File: config.mk
export PLATFORM = sky130hd
export DESIGN_NAME = fp_normalize_round
export DESIGN_NICKNAME = d
export VERILOG_FILES = /design/src/rtl/fp_normalize_round.sv
export SDC_FILE = /design/constraint.sdc
export NUM_CORES = 1
export LEC_CHECK = 0
export CORE_MARGIN = 3
export CORE_UTILIZATION = 50
export CTS_CLUSTER_DIAMETER = 40
export CTS_CLUSTER_SIZE = 25
export DETAILED_ROUTE_END_ITERATION = 7
export GPL_ROUTABILITY_DRIVEN = 0
export PLACE_DENSITY = 0.89
export SYNTH_ARGS = -nofsm -noshare
export SYNTH_HDL_FRONTEND = slang
export SYNTH_SLANG_ARGS = --single-unit
File: constraint.sdc
create_clock -name clk -period 3.37 [get_ports clk]
set_input_delay 0.337 -clock clk [delete_from_list [all_inputs] [get_ports clk]]
set_output_delay 0.337 -clock clk [all_outputs]
set_load 0.005 [all_outputs]
File: src/rtl/fp_normalize_round.sv
// fp_normalize_round: post-add stage of the FP32 adder.
// Takes the raw aligned-mantissa sum and renormalizes it, one bit per cycle.
// Then rounds to nearest-even and packs an IEEE-754 single result.
//
// Handshake: an input transfers on the rising edge where in_valid & in_ready.
// in_ready is high only in IDLE, so the block holds at most one operation.
// The result transfers on the rising edge where out_valid & out_ready.
// While out_valid & !out_ready, result_out and the flags hold steady.
module fp_normalize_round #(
  parameter int EXP_W  = 8,
  parameter int FRAC_W = 23,
  parameter int EXT_W  = 8,
  localparam int MW    = FRAC_W + EXT_W + 2
) (
  input  logic              clk,
  input  logic              reset_n,
  input  logic              in_valid,
  output logic              in_ready,
  input  logic              sign_in,
  input  logic [EXP_W-1:0]  exponent_in,
  input  logic [MW-1:0]     sum_mantissa_in,
  input  logic              sticky_in,
  input  logic              bypass_in,
  input  logic [31:0]       bypass_result_in,
  output logic              out_valid,
  input  logic              out_ready,
  output logic [31:0]       result_out,
  output logic              overflow_out,
  output logic              underflow_out,
  output logic              inexact_out,
  output logic [2:0]        state_dbg
);

  typedef enum logic [2:0] {
    S_IDLE   = 3'd0,
    S_LSHIFT = 3'd1,
    S_RSHIFT = 3'd2,
    S_ROUND  = 3'd3,
    S_PACK   = 3'd4,
    S_DONE   = 3'd5
  } state_t;

  localparam logic [EXP_W-1:0] EXP_ONE = EXP_W'(1);
  localparam logic [EXP_W-1:0] EXP_TWO = EXP_W'(2);
  localparam logic [EXP_W-1:0] EXP_MAX = '1;

  state_t             state;
  logic [MW-1:0]      m;
  logic [EXP_W-1:0]   e;
  logic               s;
  logic               stk;
  logic               rc;    // a round-carry renormalization already happened
  logic               inx;   // inexact captured at round time

  // An exponent of 0 denotes a subnormal operand, which lives at exponent 1.
  logic [EXP_W-1:0]   exp_eff;
  logic [EXP_W-1:0]   e_inc;
  logic               g;
  logic               st;
  logic               lsb;
  logic               up;
  logic [MW-EXT_W-1:0] rnd_hi;
  logic [EXP_W-1:0]   exp_field;

  assign exp_eff   = (exponent_in == '0) ? EXP_ONE : exponent_in;
  assign e_inc     = e + EXP_ONE;
  assign g         = m[EXT_W-1];
  assign st        = (|m[EXT_W-2:0]) | stk;
  assign lsb       = m[EXT_W];
  assign up        = g & (st | lsb);
  assign rnd_hi    = m[MW-1:EXT_W] + {{(MW-EXT_W-1){1'b0}}, up};
  assign exp_field = m[MW-2] ? e : '0;

  assign in_ready  = (state == S_IDLE);
  assign out_valid = (state == S_DONE);
  assign state_dbg = state;

  // Normalize/round/pack state machine; result and flags are registered.
  always_ff @(posedge clk or negedge reset_n) begin
    if (!reset_n) begin
      state         <= S_IDLE;
      m             <= '0;
      e             <= '0;
      s             <= 1'b0;
      stk           <= 1'b0;
      rc            <= 1'b0;
      inx           <= 1'b0;
      result_out    <= '0;
      overflow_out  <= 1'b0;
      underflow_out <= 1'b0;
      inexact_out   <= 1'b0;
    end else begin
      case (state)
        S_IDLE: begin
          if (in_valid) begin
            m             <= sum_mantissa_in;
            e             <= exp_eff;
            s             <= sign_in;
            stk           <= sticky_in;
            rc            <= 1'b0;
            inx           <= 1'b0;
            overflow_out  <= 1'b0;
            underflow_out <= 1'b0;
            inexact_out   <= 1'b0;
            if (bypass_in) begin
              result_out <= bypass_result_in;
              state      <= S_DONE;
            end else if (sum_mantissa_in == '0) begin
              result_out <= {sign_in, 31'b0};
              state      <= S_DONE;
            end else if (sum_mantissa_in[MW-1]) begin
              state <= S_RSHIFT;
            end else if (sum_mantissa_in[MW-2] || exp_eff == EXP_ONE) begin
              // Already normalized, or already at the subnormal floor.
              state <= S_ROUND;
            end else begin
              state <= S_LSHIFT;
            end
          end
        end
        S_LSHIFT: begin
          // Entry guarantees m[MW-2]==0 and e>1, so every cycle here shifts;
          // leave as soon as the shifted value is normalized or e reaches 1.
          m <= m << 1;
          e <= e - EXP_ONE;
          if (m[MW-3] || e == EXP_TWO) state <= S_ROUND;
        end
        S_RSHIFT: begin
          stk <= stk | m[0];
          m   <= m >> 1;
          e   <= e_inc;
          if (e_inc == EXP_MAX) begin
            result_out   <= {s, EXP_MAX, {FRAC_W{1'b0}}};
            overflow_out <= 1'b1;
            inexact_out  <= 1'b1;
            state        <= S_DONE;
          end else if (rc) begin
            state <= S_PACK;
          end else begin
            state <= S_ROUND;
          end
        end
        S_ROUND: begin
          m   <= {rnd_hi, m[EXT_W-1:0]};
          inx <= g | st;
          if (rnd_hi[MW-EXT_W-1]) begin
            rc    <= 1'b1;
            state <= S_RSHIFT;
          end else begin
            state <= S_PACK;
          end
        end
        S_PACK: begin
          result_out    <= {s, exp_field, m[MW-3:EXT_W]};
          underflow_out <= (exp_field == '0);
          inexact_out   <= inx;
          state         <= S_DONE;
        end
        S_DONE: begin
          if (out_ready) state <= S_IDLE;
        end
        default: state <= S_IDLE;
      endcase
    end
  end

endmodule

==> impl_metrics.yaml <==
finish:
  mostFrequentLayoutCell: "sky130_fd_sc_hd__clkdlybuf4s50_1"
  layout.core_utilization_pct: 65.4
  layout-drive-gt1-share_pct: 11.4
  ff_latch_area_um2: 2080
  multiInputGateArea_um2: 3210
  layout-area-overhead-vs-synth_pct: 26.9
  nFillCells: 902
  number_of_nets_in_the_layout: 837
  final_cell_mix: "118 x sky130_fd_sc_hd__clkdlybuf4s50_1, 83 x sky130_fd_sc_hd__dfrtp_1, 72 x sky130_fd_sc_hd__o21ai_0, 59 x sky130_fd_sc_hd__nor2_1, 46 x sky130_fd_sc_hd__nand2_1"
  diodes: 0
status:
  outcome: "finished, final reports clean"
floorplanning:
  start_util_pct: 51.5
  die_area_um2: 12500
  die-height_um: 112
  floorplan.core_area_um2: 10900
  num_rows: 38
  x_dimension_of_the_die_um: 112
  io_pins: 120
clocking:
  clk_pin_slew_worst_paths_ns: 0.08
  clk_path_buf_depth: 2
  postcts_resize_cnt: 0
  clock_latency_late_sink_ns: 0.36
  number_of_clock_sinks: 83
  library_cell_used_as_clock_root_buffer: "sky130_fd_sc_hd__clkbuf_8"
  tritoncts: "done"
  h-tree-depth: 3
  cts_hold_buf: 0
  post-cts-setup-buffer-count: 0
  cts-buffers-inserted: 9
power_and_ir_drop:
  power.share.sequential_pct: 33.2
  p_sw_share_pct: 44.4
  share_comb_of_total_power_pct: 54.1
  total_switching_power_mw: 2.84
  internal_power_contribution_mw: 3.56
  clock_power_share_pct: 12.7
  total_leakage_power_nw: 2.88
  p_per_cell_area_nw_per_um2: 898
  max-vdd-ir-drop_v: 0.000489
sta:
  rsz_0062_raised_after_global_routing: "no"
  pin_slew_with_the_least_headroom_to_its_limit_ns: 1.08
  slew-limit-headroom_pct: 28.0
  final_max_slew_viol_count: 0
  fin_skew_ns: 0.00960
  min_period_over_period_pct: 82.9
  number_of_hold_violations_in_the_final_report: 0
  timing.fmax_mhz: 358
  totalNegativeSetupSlack_ns: 0
  tmin_final_ns: 2.79
  finalSetupViolCount: 0
critical_path:
  slowest_delay_ns: 0.42
  critical_path_arrival_ns: 3.04
  regToRegStartpoint: "state_dbg[1]"
  worst-path-buf-inv: 2
  rr_endpoint: "result_out[2]"
  critical-path-slowest-cell: "sky130_fd_sc_hd__nor3_2"
  largest_fanout_on_the_critical_path: 38
  path_delay_family: "simple AND/OR/NAND/NOR gates"
  critPathMostFrequentCell: "sky130_fd_sc_hd__buf_4"
  critical_path_depth: 7
  worstSetupEndpointType: "flop"
  crit_required_ns: 3.62
  critical_path.cell_chain: "buf_4, and2b_1, nand2_1, nor3_2, o22ai_2, buf_4, mux2_1"
  critPathLaunchType: "flop"
  worst-setup-path-type: "reg2reg"
  timing.reg2reg.worst_path_depth: 7
  timing.critical_path.from: "state_dbg[1]"
  timing.reg2reg.setup_slack_ns: 0.58
  endpoint: "result_out[2]"
drt:
  via_per_inst: 6.63
  detail-route-antenna-nets: 0
  routed-via-count: 5938
  route.detailed.drc: 0
  wl_per_cell_um: 19.9
  drt-initial-drc-count: 602
  routed_wl_mm: 17.8
  drt-pass1-iter-count: 5
yosys:
  synth_seq_area_share_pct: 37.0
  synth.cell_area_um2: 5610
  synth_edf_count: 0
  synth_fp_nets: 745
  synthCells: 660
  synth.ff_latch_count: 83
  syn_area_per_cell_um2: 8.50
  synth_cell_types: 74
  fraction_of_synthesis_flops_using_an_asynchronous_set_or_reset_pin_pct: 100
  ys.warnings.count: 0
  synth_ff_type: "sky130_fd_sc_hd__dfrtp_1"
flow_run:
  maxCapViolations: 0
global_route:
  antenna_found_initial: 0
  grt_first_pass_wirelength_mm: 28.9
  track_usage_pct: 28.1
  first_global_vias: 5651
  gr-total-overflow: 0
  grt_start_max_net_pins: 84
worst_hold_path:
  timing.hold.worst.class: "in2async"
placed_design:
  dp.final_hpwl_mm: 12.6
  portBuffers: 119
metal layers:
metal,share of wire (%),wire length (um),up-vias,global-route usage [%]
li1,-,-,2643,-
met4,3.9,691,0,10.5
met1,38,6800,2808,38.2
met2,46,8260,420,43.9
met5,0,0,-,0
met3,12,2060,67,6.63
power groups by stage:
stage / logic (mW) / clock network, mW / registers, mW
after global placement: 3.26 / 0 / 2.08
final: 3.46 / 0.813 / 2.12
after CTS: 3.42 / 0.817 / 2.09
after floorplan: 2.49 / 0 / 1.78
after detailed placement: 3.39 / 0 / 2.11
after global routing: 3.79 / 0.860 / 2.19
kinds of logic (layout without fill, tap and decap cells):
group | after synthesis | after routing | share of synthesized area, %
and+or+nand+nor | 210 | 210 | 18.7
AOI/OAI and AO/OA | 230 | 230 | 27.0
adders and majority gates | 5 | 5 | 1.12
buffers and inverters | 82 | 177 | 5.96
DFF | 83 | 83 | 37.0
muxes | 41 | 41 | 8.81
xor gates and xnor gates | 9 | 9 | 1.41
worst register-to-register path, delay by kind of cell (launching register included):
| kind | cells | cell delay [ns] |
|---|---|---|
| buffers and inverters | 2 | 0.67 |
| AND/OR/NAND/NOR | 3 | 1.08 |
| flip-flops | 1 | 0.38 |
| AO/OA/AOI/OAI | 1 | 0.18 |
| multiplexers | 1 | 0.37 |
area by class of cell:
type                       instances  share of cell area (%)
clock buffer                      12                    2.18
timing repair buffer             142                    19.1
multi-input combinational        495                    45.1
tap                              140                    2.46
clock inverter                     2                   0.844
inverter                          21                    1.11
sequential                        83                    29.2
registers in the layout, summed over array words and instances, names as in the netlist:
register and cells:
e 8, overflow_out 1, rc 1, m 33, inx 1, state_dbg 3, stk 1, underflow_out 1
s 1, inexact_out 1, result_out 32
stage by stage:
step                total power, mW  area [um2]  cells  setup WS (ns)  hold slack (ns)
global route                   6.84        7120    895          0.469            0.249
floorplan                      4.28        5610    660           1.20           0.0414
finish                         6.39        7120    895          0.578            0.158
detailed placement             5.50        6900    881          0.587            0.474
CTS                            6.33        7120    895          0.656            0.212
global placement               5.34        6900    881          0.668            0.468
worst min path at each step:
stage                 start             to
6_report            reset_n  result_out[9]
5_1_grt             reset_n  result_out[0]
4_1_cts             reset_n  result_out[8]
3_5_place_dp   overflow_out   overflow_out
3_3_place_gp   overflow_out   overflow_out
2_1_floorplan       reset_n           e[0]
cells in the mapped netlist (all sizes together), types with 4 or more instances:
library cell | n | share of area (%)
nand2 | 46 | 3.1
mux2 | 34 | 6.8
a211oi | 4 | 0.54
dfrtp | 83 | 37
o31ai | 6 | 0.80
a221oi | 9 | 1.4
or3 | 7 | 0.87
buf | 17 | 1.6
and3 | 6 | 0.69
clkbuf | 44 | 3.0
xor2 | 4 | 0.62
or4 | 4 | 0.60
nor3 | 21 | 2.0
o22ai | 4 | 0.56
a22oi | 10 | 1.3
nor4 | 16 | 1.8
xnor2 | 5 | 0.78
o21a | 4 | 0.54
o21ai | 74 | 6.7
nor2 | 60 | 4.0
ha | 5 | 1.1
mux2i | 4 | 0.71
inv | 20 | 1.3
a22o | 25 | 3.9
nand4 | 13 | 1.7
o2bb2ai | 4 | 0.62
a31oi | 12 | 1.3
a21oi | 46 | 4.2
nand3 | 22 | 2.1
Note: power is estimated with default switching activity, not from simulation.
